<file path="src/rtl/game_pkg.sv">
// Shared game-flow definitions: phase encoding, lives width and the default
// game constants used by the sequencer and the collision/position controllers.
package game_pkg;

  typedef enum logic [1:0] {
    IDLE   = 2'd0,
    PLAY   = 2'd1,
    FREEZE = 2'd2,
    OVER   = 2'd3
  } game_state_e;

  localparam int LIVES_W           = 3;
  localparam int FREEZE_W          = 8;
  localparam int DIV_W             = 4;
  localparam int LIVES_INIT_DEF    = 7;
  localparam int FREEZE_FRAMES_DEF = 60;

endpackage

</file>
<file path="src/rtl/game_sequencer_tick_divider.sv">
// Frame-tick divider: 4-bit counter whose terminal tick (the N-th) is flagged
// combinationally so the caller can register it alongside its own arbitration.
module tick_divider
  import game_pkg::*;
#(
  parameter int N = 1
) (
  input  logic clk,
  input  logic rst,
  input  logic clr,
  input  logic tick,
  output logic pulse
);

  localparam logic [DIV_W-1:0] LAST = DIV_W'(N - 1);

  logic [DIV_W-1:0] cnt_r;

  assign pulse = tick & (cnt_r == LAST);

  // Count ticks, wrap after the terminal one; clear has priority over counting.
  always_ff @(posedge clk or posedge rst) begin
    if (rst) begin
      cnt_r <= {DIV_W{1'b0}};
    end else if (clr) begin
      cnt_r <= {DIV_W{1'b0}};
    end else if (tick) begin
      if (cnt_r == LAST) begin
        cnt_r <= {DIV_W{1'b0}};
      end else begin
        cnt_r <= cnt_r + {{(DIV_W-1){1'b0}}, 1'b1};
      end
    end else begin
      cnt_r <= cnt_r;
    end
  end

endmodule

</file>
<file path="src/rtl/game_sequencer.sv">
// Game-flow controller: phase FSM, lives, post-hit freeze with sprite flash,
// and the move/respawn pulses that drive the object-position datapath.
module game_sequencer
  import game_pkg::*;
#(
  parameter int LIVES_INIT    = LIVES_INIT_DEF,
  parameter int FREEZE_FRAMES = FREEZE_FRAMES_DEF,
  parameter int MOVE_DIV      = 1,
  parameter int SCORE_W       = 10
) (
  input  logic               clk,
  input  logic               rst,
  input  logic               frame_tick,
  input  logic               start,
  input  logic               hit,
  output logic [1:0]         state,
  output logic               move_en,
  output logic               respawn,
  output logic [2:0]         lives,
  output logic [SCORE_W-1:0] score,
  output logic               flash
);

  localparam logic [1:0] S_IDLE   = IDLE;
  localparam logic [1:0] S_PLAY   = PLAY;
  localparam logic [1:0] S_FREEZE = FREEZE;
  localparam logic [1:0] S_OVER   = OVER;

  localparam logic [LIVES_W-1:0]  LIVES_LOAD  = LIVES_W'(LIVES_INIT);
  localparam logic [FREEZE_W-1:0] FREEZE_LOAD = FREEZE_W'(FREEZE_FRAMES);
  localparam logic [SCORE_W-1:0]  SCORE_ONE   = {{(SCORE_W-1){1'b0}}, 1'b1};

  logic [1:0]          state_r, state_s;
  logic [LIVES_W-1:0]  lives_r, lives_s;
  logic [SCORE_W-1:0]  score_r, score_s;
  logic [FREEZE_W-1:0] freeze_cnt_r, freeze_cnt_s;
  logic                move_en_r, move_en_s;
  logic                respawn_r, respawn_s;
  logic                flash_r, flash_s;
  logic                start_q_r;
  logic                start_rise_s;
  logic                freeze_done_s;
  logic                div_clr_s;
  logic                div_tick_s;
  logic                div_pulse_s;

  assign start_rise_s  = start & ~start_q_r;
  assign freeze_done_s = (state_r == S_FREEZE) & frame_tick & (freeze_cnt_r == 8'd1);
  assign div_tick_s    = (state_r == S_PLAY) & frame_tick;
  assign div_clr_s     = ((state_r == S_IDLE) & start_rise_s) |
                         ((state_r == S_PLAY) & hit) |
                         freeze_done_s;

  tick_divider #(.N(MOVE_DIV)) u_move_div (
    .clk   (clk),
    .rst   (rst),
    .clr   (div_clr_s),
    .tick  (div_tick_s),
    .pulse (div_pulse_s)
  );

  // Next-state logic for phase, lives, score, freeze/flash and output pulses.
  always_comb begin
    state_s      = state_r;
    lives_s      = lives_r;
    score_s      = score_r;
    freeze_cnt_s = freeze_cnt_r;
    flash_s      = flash_r;
    move_en_s    = 1'b0;
    respawn_s    = 1'b0;
    case (state_r)
      S_IDLE: begin
        if (start_rise_s) begin
          state_s   = S_PLAY;
          lives_s   = LIVES_LOAD;
          score_s   = {SCORE_W{1'b0}};
          respawn_s = 1'b1;
        end else begin
          state_s = S_IDLE;
        end
      end
      S_PLAY: begin
        // A hit outranks a coincident move tick: no step, no score.
        if (hit) begin
          if (lives_r == 3'd1) begin
            lives_s = 3'd0;
            state_s = S_OVER;
          end else begin
            lives_s      = lives_r - 3'd1;
            state_s      = S_FREEZE;
            freeze_cnt_s = FREEZE_LOAD;
          end
        end else if (div_pulse_s) begin
          move_en_s = 1'b1;
          if (score_r != {SCORE_W{1'b1}}) begin
            score_s = score_r + SCORE_ONE;
          end else begin
            score_s = score_r;
          end
        end else begin
          move_en_s = 1'b0;
        end
      end
      S_FREEZE: begin
        if (frame_tick) begin
          freeze_cnt_s = freeze_cnt_r - 8'd1;
          if (freeze_cnt_r == 8'd1) begin
            respawn_s = 1'b1;
            flash_s   = 1'b0;
            state_s   = S_PLAY;
          end else if (freeze_cnt_r[2:0] == 3'd0) begin
            flash_s = ~flash_r;
          end else begin
            flash_s = flash_r;
          end
        end else begin
          freeze_cnt_s = freeze_cnt_r;
        end
      end
      S_OVER: begin
        if (start_rise_s) begin
          state_s = S_IDLE;
        end else begin
          state_s = S_OVER;
        end
      end
      default: begin
        state_s = S_IDLE;
      end
    endcase
  end

  // State and output registers.
  always_ff @(posedge clk or posedge rst) begin
    if (rst) begin
      state_r      <= S_IDLE;
      lives_r      <= LIVES_LOAD;
      score_r      <= {SCORE_W{1'b0}};
      freeze_cnt_r <= 8'd0;
      move_en_r    <= 1'b0;
      respawn_r    <= 1'b0;
      flash_r      <= 1'b0;
      start_q_r    <= 1'b0;
    end else begin
      state_r      <= state_s;
      lives_r      <= lives_s;
      score_r      <= score_s;
      freeze_cnt_r <= freeze_cnt_s;
      move_en_r    <= move_en_s;
      respawn_r    <= respawn_s;
      flash_r      <= flash_s;
      start_q_r    <= start;
    end
  end

  assign state   = state_r;
  assign lives   = lives_r;
  assign score   = score_r;
  assign move_en = move_en_r;
  assign respawn = respawn_r;
  assign flash   = flash_r;

endmodule

</file>
<file path="config.mk">
export PLATFORM = sky130hd
export DESIGN_NAME = game_sequencer
export DESIGN_NICKNAME = d
export VERILOG_FILES = /design/src/rtl/game_pkg.sv /design/src/rtl/game_sequencer_tick_divider.sv /design/src/rtl/game_sequencer.sv
export SDC_FILE = /design/constraint.sdc
export NUM_CORES = 1
export LEC_CHECK = 0
export BUFFER_PORTS_ARGS = -buffer_cell sky130_fd_sc_hd__buf_2
export CELL_PAD_IN_SITES_DETAIL_PLACEMENT = 1
export CELL_PAD_IN_SITES_GLOBAL_PLACEMENT = 2
export CORE_ASPECT_RATIO = 1.25
export CORE_UTILIZATION = 38
export DETAILED_ROUTE_END_ITERATION = 8
export GPL_TIMING_DRIVEN = 0
export PLACE_DENSITY_LB_ADDON = 0.25
export SLEW_MARGIN = 0
export SYNTH_ARGS = -nofsm -noshare
export SYNTH_HDL_FRONTEND = slang
export SYNTH_SLANG_ARGS = --single-unit
</file>
<file path="constraint.sdc">
create_clock -name clk -period 4.85 [get_ports clk]
set_clock_uncertainty 0.1 [all_clocks]
set_input_delay 0.485 -clock clk [delete_from_list [all_inputs] [get_ports clk]]
set_output_delay 0.485 -clock clk [all_outputs]
set_load 0.05 [all_outputs]
</file>
==> results of run 1 <==
synth_stat cells (2+ instances only):
cell	number
a41oi_1	2
nor3_1	5
and4_1	2
buf_2	3
clkbuf_1	3
o41ai_1	2
nor2b_1	4
and3_1	3
xor2_1	3
nand3b_1	4
buf_4	2
a21oi_1	7
dfrtp_1	28
ha_1	8
a21o_1	2
nand3_1	17
nand2_1	17
nand2b_1	3
and4b_1	2
mux2i_1	4
a31oi_1	6
inv_1	9
nor4_1	2
a211oi_1	2
dfstp_2	3
xnor2_1	3
nor2_1	16
o21ai_0	13
state kept, by name, indices dropped and copies added, names as in the netlist:
register / cells
u_move_div.cnt_r: 4
lives: 3
freeze_cnt_r: 8
start_q_r: 1
move_en: 1
score: 10
respawn: 1
state: 2
flash: 1
logic make-up (layout without fill, tap and decap cells):
| group | Yosys count | after routing | share of synthesized area (%) |
|---|---|---|---|
| buffers and inverters | 17 | 47 | 4.25 |
| and+or+nand+nor | 80 | 80 | 24.1 |
| AOI/OAI and AO/OA | 44 | 44 | 16.5 |
| adders and majority gates | 8 | 8 | 5.67 |
| DFF | 31 | 31 | 44.2 |
| muxes | 4 | 4 | 2.27 |
| xor gates and xnor gates | 6 | 6 | 2.98 |
metrics by stage:
| step | instances | cell area [um^2] |
|---|---|---|
| floorplan | 190 | 1760 |
| global route | 278 | 2070 |
| CTS | 277 | 2040 |
| detailed placement | 269 | 1940 |
| finish | 278 | 2070 |
| global placement | 269 | 1940 |
routing by layer:
layer | up-vias | GRT usage (%) | wire [um]
met3 | 4 | 4.36 | 90
li1 | 742 | - | -
met4 | 0 | 5.81 | 40
met1 | 775 | 23.9 | 2050
met2 | 24 | 37.0 | 2390
met5 | - | 0 | 0
power groups by stage:
stage	sequential [mW]	combinational, mW	clock, mW
after floorplan	0.524	0.215	0
final	0.410	0.445	0.230
after global routing	0.423	0.493	0.252
after CTS	0.410	0.447	0.237
after global placement	0.406	0.433	0
after detailed placement	0.414	0.444	0
layout make-up:
cell class / count / area [um^2] / share of cell area (%)
Timing Repair Buffer: 22 / 133 / 6.41
Buffer: 8 / 41.3 / 2.00
Inverter: 9 / 33.8 / 1.63
Multi-Input combinational cell: 142 / 910 / 44.0
Sequential cell: 31 / 779 / 37.7
Clock buffer: 8 / 100 / 4.84
Tap cell: 58 / 72.6 / 3.51
worst max-delay path, cell delays in order (launching register included):
cell and delay (ns):
dfrtp_1 0.43, inv_1 0.08, ha_1 0.13, nor3b_2 0.29
and4_1 0.24, buf_2 0.18, a41oi_1 0.14, o21ai_0 0.19
o41ai_1 0.11
path summary, 6_finish.rpt:
check                                     from   endpoint  slack, ns  cells past startpoint
hold reg to reg                          flash      flash       0.40                      2
setup / recovery           u_move_div.cnt_r[0]   score[4]       2.83                      8
hold / removal                             rst   score[3]       0.09                      2
max in group asynchronous                  rst   lives[2]       4.01                      3
setup reg to reg           u_move_div.cnt_r[0]   score[4]       2.83                      8
min in group clk                         start  start_q_r       0.23                      1
placed cells by master, fill, tap and decap left out, types with 5 or more instances in the layout:
master | synthesis | final
a21oi_1 | 7 | 7
a31oi_1 | 6 | 6
buf_2 | 3 | 24
clkbuf_8 | 0 | 7
dfrtp_1 | 28 | 28
ha_1 | 8 | 8
inv_1 | 9 | 9
nand2_1 | 17 | 17
nand3_1 | 17 | 17
nor2_1 | 16 | 16
nor3_1 | 5 | 5
o21ai_0 | 13 | 13
==> out/results.tsv, run 1 <==
stage	metric	value	unit
status	outcome	finished, final reports clean	
placement	DP Wirelength	3320	um
final_layout	ratio of cells with drive above 1 in the final layout	18.6	%
global_route	global-route wire length before repair	7860	um
cts	clock-pin slew on the worst setup and hold paths	0.08	ns
placement	Final GP Congestion	0.834	
sta	f_max	0.495	GHz
cts	CTS tree	yes	
worst_setup_path	WP data arrival	2.07	ns
sta	Worst slew margin	65.3	%
power	P_int	600	uW
floorplan	core area	0.00443	mm^2
worst_setup_path	CP Capture Type	flip-flop	
global_route	vias in the first global route	1681	
sta	Fin. Hold Viols	0	
power	Net Sw Power	486	uW
power	P_leak	0.947	nW
yosys	fraction of the yosys area taken by sequential cells	44.2	%
yosys	Mapped Cells	190	
floorplan	I/O Pins	23	
yosys	register bit count reported by yosys	31	
yosys	top post-synthesis cells by area	dfrtp_1 (40%), ha_1 (5.7%), nand3_1 (4.8%)	
worst_setup_path	Crit Path Max Fanout	6	
floorplan	Die Y	78.2	um
final_layout	Fillers	519	
yosys	post-synth cell types	43	
sta	RSZ-0062 raised after global routing	false	
final_layout	synthesis-to-finish area growth	17.3	%
worst_setup_path	CP Data Required Time	4.90	ns
sta	Worst Max-Slew Pin Slew	0.521	ns
placement	PortBufs	21	
job	max_cap viols	0	
cts	clock sinks	31	
global_route	GRT Total Usage	20.4	%
yosys	share of the synthesized area in the top cell type	39.7	%
detailed_routing	DRT antenna net count	0	
sta	Period minus WS final	2.02	ns
global_route	total gr overflow	0	
yosys	asr flop ratio synth	100	%
floorplan	Core Rows	27	
cts	Max clock buf depth	2	
final_layout	Ant. Diodes	0	
power	worst ir drop on vdd	267	uV
floorplan	full die area	0.00492	mm^2
power	Tot Pwr	1.09	mW
yosys	syn_area_per_cell	9.29	um^2
detailed_routing	vias	1545	
cts	postcts setup bufs	0	
cts	root buffer cell	clkbuf_8	
yosys	Post-synth EDFFs	0	
power	Switching Share	44.7	%
power	clock share of power	21.2	%
power	PwrDens	525	mW/mm^2
detailed_routing	final wirelength	4570	um
sta	Final period util	41.7	%
yosys	Primary FF master, synth	dfrtp_1	
worst_setup_path	kind of critical path	flip-flop to flip-flop	
power	fraction of power consumed by combinational cells	41.0	%
placement	setup slack at placement	2.77	ns
detailed_routing	Via density	5.56	
cts	CTS Hold Bufs	0	
cts	post-CTS sizing	0	
final_layout	Nets	232	
yosys	Mapped Area	0.00176	mm^2
sta	Pins Over Slew Limit	0	
detailed_routing	DRT iter0 DRCs	52	
sta	Fin Hold WS	0.0913	ns
sta	worst setup margin	2.83	ns
detailed_routing	DRC viols	0	
power	sequential share of power	37.8	%
floorplan	Initial Utilization	39.9	%
yosys	Ys Warns	0	
cts	clock latency on the worst-skew pair	0.28	ns
global_route	pin count of the biggest net entering global routing	32	
yosys	post-synth top area cell	dfrtp_1	
cts	total CTS buffers	5	
final_layout	Final Util	46.8	%
sta	setup TNS	0	ns
floorplan	Die Width	62.9	um
detailed_routing	first-pass detailed-route iteration total	4	
global_route	initial antenna violation count	0	
worst_setup_path	CP Launch Type	flip-flop	
detailed_routing	Routed wire per std cell	16.4	um
hold_path	worst hold path class	primary input to asynchronous set/reset pin	
yosys	Post-Syn Nets	203	
sta	final setup violation count	0	
cts	H-tree depth	2	
No activity file was read; power rests on OpenSTA's default activity.
==> inputs of run 2 (changes only) <==
--- a/config.mk
+++ b/config.mk
@@ -9,7 +9,7 @@
 export CELL_PAD_IN_SITES_DETAIL_PLACEMENT = 1
 export CELL_PAD_IN_SITES_GLOBAL_PLACEMENT = 2
 export CORE_ASPECT_RATIO = 1.25
-export CORE_UTILIZATION = 38
+export CORE_UTILIZATION = 32
 export DETAILED_ROUTE_END_ITERATION = 8
 export GPL_TIMING_DRIVEN = 0
 export PLACE_DENSITY_LB_ADDON = 0.25
==> constraint.sdc (replaced) <==
create_clock -name clk -period 1.8 [get_ports clk]
set_clock_uncertainty 0.1 [all_clocks]
set_input_delay 0.18 -clock clk [delete_from_list [all_inputs] [get_ports clk]]
set_output_delay 0.18 -clock clk [all_outputs]
set_load 0.05 [all_outputs]
==> run 2 against run 1 <==
Net effect: combinational power grew to 2.9 times the previous value; fmax is 13% higher; routed wire length rose by 8.3%; via count rose by 1.9%; utilization decreased by 4.8 points; die area rose by 18%; worst setup slack got worse by 2.8 ns; sequential share of layout area decreased by 1.4 points; first-iteration DRC count decreased by 15%; clock power up 130%; global-route usage decreased by 2.0 points; critical endpoint is now score[7]; largest cell class unchanged.
==> out/results.tsv, run 2 (synthesis gave the netlist of run 1 again) <==
stage	metric	value	unit	change
status	outcome	finished, final reports clean		
power	Net Sw Power	1.36	mW	+180%
final_layout	ratio of cells with drive above 1 in the final layout	28.8	%	+10 points
global_route	pin count of the biggest net entering global routing	32		unchanged
cts	total CTS buffers	5		unchanged
worst_setup_path	Max stage delay on crit path	0.46	ns	+0.03 ns
placement	PortBufs	21		unchanged
power	Switching Share	46.1	%	+1.4 points
cts	root buffer cell	clkbuf_8		
worst_setup_path	Crit Path Max Fanout	7		+1
worst_setup_path	CP Data Required Time	1.93	ns	-2.97 ns
power	PwrDens	1350	mW/mm^2	+160%
job	max_cap viols	0		unchanged
final_layout	Largest register FFs	10		unchanged
final_layout	Fillers	629		+21%
detailed_routing	DRT iter0 DRCs	44		-15%
floorplan	Initial Utilization	34.0	%	-5.9 points
worst_setup_path	kind of critical path	flip-flop to flip-flop		
sta	worst setup margin	0.0174	ns	-2.81 ns
floorplan	core area	0.00519	mm^2	+17%
power	Tot Pwr	2.94	mW	+170%
worst_setup_path	slowest cell on the critical path	dfrtp_2		
global_route	total gr overflow	0		unchanged
global_route	vias in the first global route	1641		-2.4%
power	worst ir drop on vdd	494	uV	+85%
sta	Worst Max-Slew Pin Slew	0.684	ns	+0.163 ns
power	P_int	1.58	mW	+160%
detailed_routing	DRC viols	0		unchanged
sta	final setup violation count	0		unchanged
hold_path	Worst Hold Path EP	u_move_div.cnt_r[1]		
floorplan	full die area	0.00582	mm^2	+18%
global_route	initial antenna violation count	0		unchanged
hold_path	HP Start	frame_tick		
final_layout	Ant. Diodes	0		unchanged
worst_setup_path	internal reg-to-reg setup slack	0.02	ns	-2.81 ns
cts	Max clock buf depth	2		unchanged
placement	setup slack at placement	-0.150	ns	-2.92 ns
detailed_routing	final wirelength	4950	um	+8.3%
worst_setup_path	R2R depth	5		-3
detailed_routing	DRT antenna net count	0		unchanged
final_layout	synthesis-to-finish area growth	23.4	%	
final_layout	area used by multi-input combinational logic	980	um^2	+7.7%
sta	Fin. Hold Viols	0		unchanged
sta	Final period util	99.0	%	+57 points
worst_setup_path	RR Startpoint	score[0]		
floorplan	Core Rows	29		+7.4%
final_layout	Final Non-Filler Cells	288		+3.6%
final_layout	FF+latch area	790	um^2	+1.3%
sta	Pins Over Slew Limit	0		unchanged
final_layout	Nets	238		+2.6%
detailed_routing	first-pass detailed-route iteration total	4		unchanged
detailed_routing	Routed wire per std cell	17.2	um	+4.5%
worst_setup_path	WP data arrival	1.91	ns	-0.16 ns
placement	DP Wirelength	3610	um	+8.6%
detailed_routing	vias	1575		+1.9%
sta	f_max	0.561	GHz	+13%
worst_setup_path	WP buf/inv	0		-2
sta	Period minus WS final	1.78	ns	-0.239 ns
floorplan	Die Width	68.4	um	+8.7%
cts	clock sinks	31		unchanged
placement	DP Cell Count	273		+1.5%
placement	Final GP Congestion	0.782		-6.3%
cts	clock-pin slew on the worst setup and hold paths	0.07	ns	about the same
cts	H-tree depth	2		unchanged
worst_setup_path	critical path's top delay family	simple AND/OR/NAND/NOR gates		
hold_path	worst hold path depth	3		
cts	CTS tree	yes		
sta	RSZ-0062 raised after global routing	true		
worst_setup_path	r2r endpoint	score[7]		
final_layout	commonest non-fill, non-tap cell in the layout	buf_2		
power	P_leak	0.959	nW	+1.3%
global_route	GRT Total Usage	18.5	%	-2.0 points
floorplan	Die Y	85.0	um	+8.7%
global_route	global-route wire length before repair	7910	um	+0.61%
sta	Worst slew margin	54.3	%	-11 points
worst_setup_path	CP Launch Type	flip-flop		
cts	clock latency on the worst-skew pair	0.29	ns	about the same
worst_setup_path	CP Capture Type	flip-flop		
hold_path	worst hold path class	primary input to flip-flop		
detailed_routing	Via density	5.47		-1.6%
power	sequential share of power	38.3	%	+0.5 points
floorplan	I/O Pins	23		unchanged
final_layout	commonest non-fill, non-tap cells in the layout	buf_2 (23), dfrtp_1 (20), nand2_1 (17), nor2_1 (16), nand3_1 (15)		
worst_setup_path	crit path cell chain	ha_1 > nand3_1 > nor4b_4 > mux2i_1 > a21o_1		
power	clock share of power	18.3	%	-2.9 points
power	fraction of power consumed by combinational cells	43.4	%	+2.4 points
==> run 2: final cells by class <==
| type | count | area share (%) |
|---|---|---|
| Sequential cell | 31 | 36.3 |
| Buffer | 8 | 2.41 |
| Clock inverter | 1 | 0.230 |
| Tap cell | 62 | 3.56 |
| Timing Repair Buffer | 28 | 7.47 |
| Inverter | 9 | 1.55 |
| Clock buffer | 7 | 3.51 |
| Multi-Input combinational cell | 142 | 45.0 |
==> run 2: metrics by stage <==
stage	setup TNS, ns	instance area, um^2	utilization, %	hold slack [ns]
floorplan	0	1780	-	0.111
global placement	-0.653	1960	37.8	0.204
detailed placement	-0.977	1960	37.8	0.207
CTS	0	2110	40.6	0.140
global route	-0.515	2180	42.0	0.164
finish	0	2180	42.0	0.144
==> run 2: worst max-delay path by stage <==
stage                   startpoint  endpoint  slack (ns)  depth (start not counted)
4_1_cts        u_move_div.cnt_r[0]  score[7]       0.003                          7
3_3_place_gp   u_move_div.cnt_r[0]  score[8]       -0.12                          8
6_report                  score[0]  score[7]        0.02                          5
3_5_place_dp   u_move_div.cnt_r[0]  score[4]       -0.15                          8
2_1_floorplan             score[2]  score[6]      0.0006                          5
5_1_grt        u_move_div.cnt_r[0]  score[8]       -0.08                          8
==> run 2: power groups by stage <==
stage	Sequential [mW]	Combinational, mW	Clock (mW)
after detailed placement	1.12	1.24	0
after global routing	1.15	1.40	0.582
after floorplan	1.42	0.588	0
after CTS	1.11	1.25	0.554
after global placement	1.11	1.18	0
final	1.13	1.28	0.539
==> run 2: worst reg2reg max path: stages (launching register included) <==
cell and delay, ns:
dfrtp_2 0.46, ha_1 0.28, nand3_1 0.27, nor4b_4 0.29
mux2i_1 0.22, a21o_1 0.10
==> run 2: routing by layer <==
layer  track usage [%]  routed length (um)  vias to the layer above
li1                  -                   -                      749
met1              20.5                2050                      787
met2              33.2                2650                       27
met3              4.03                 124                       12
met4              6.82                 128                        0
met5                 0                   0                        -
==> run 2: timing repair <==
item                       in CTS  in global routing
resized for setup               6                 14
setup endpoints to repair       9                 17
hold endpoints to repair        1                 28
hold buffers                    1                  1
buffers inserted                3                  2
pin swaps                       0                  5
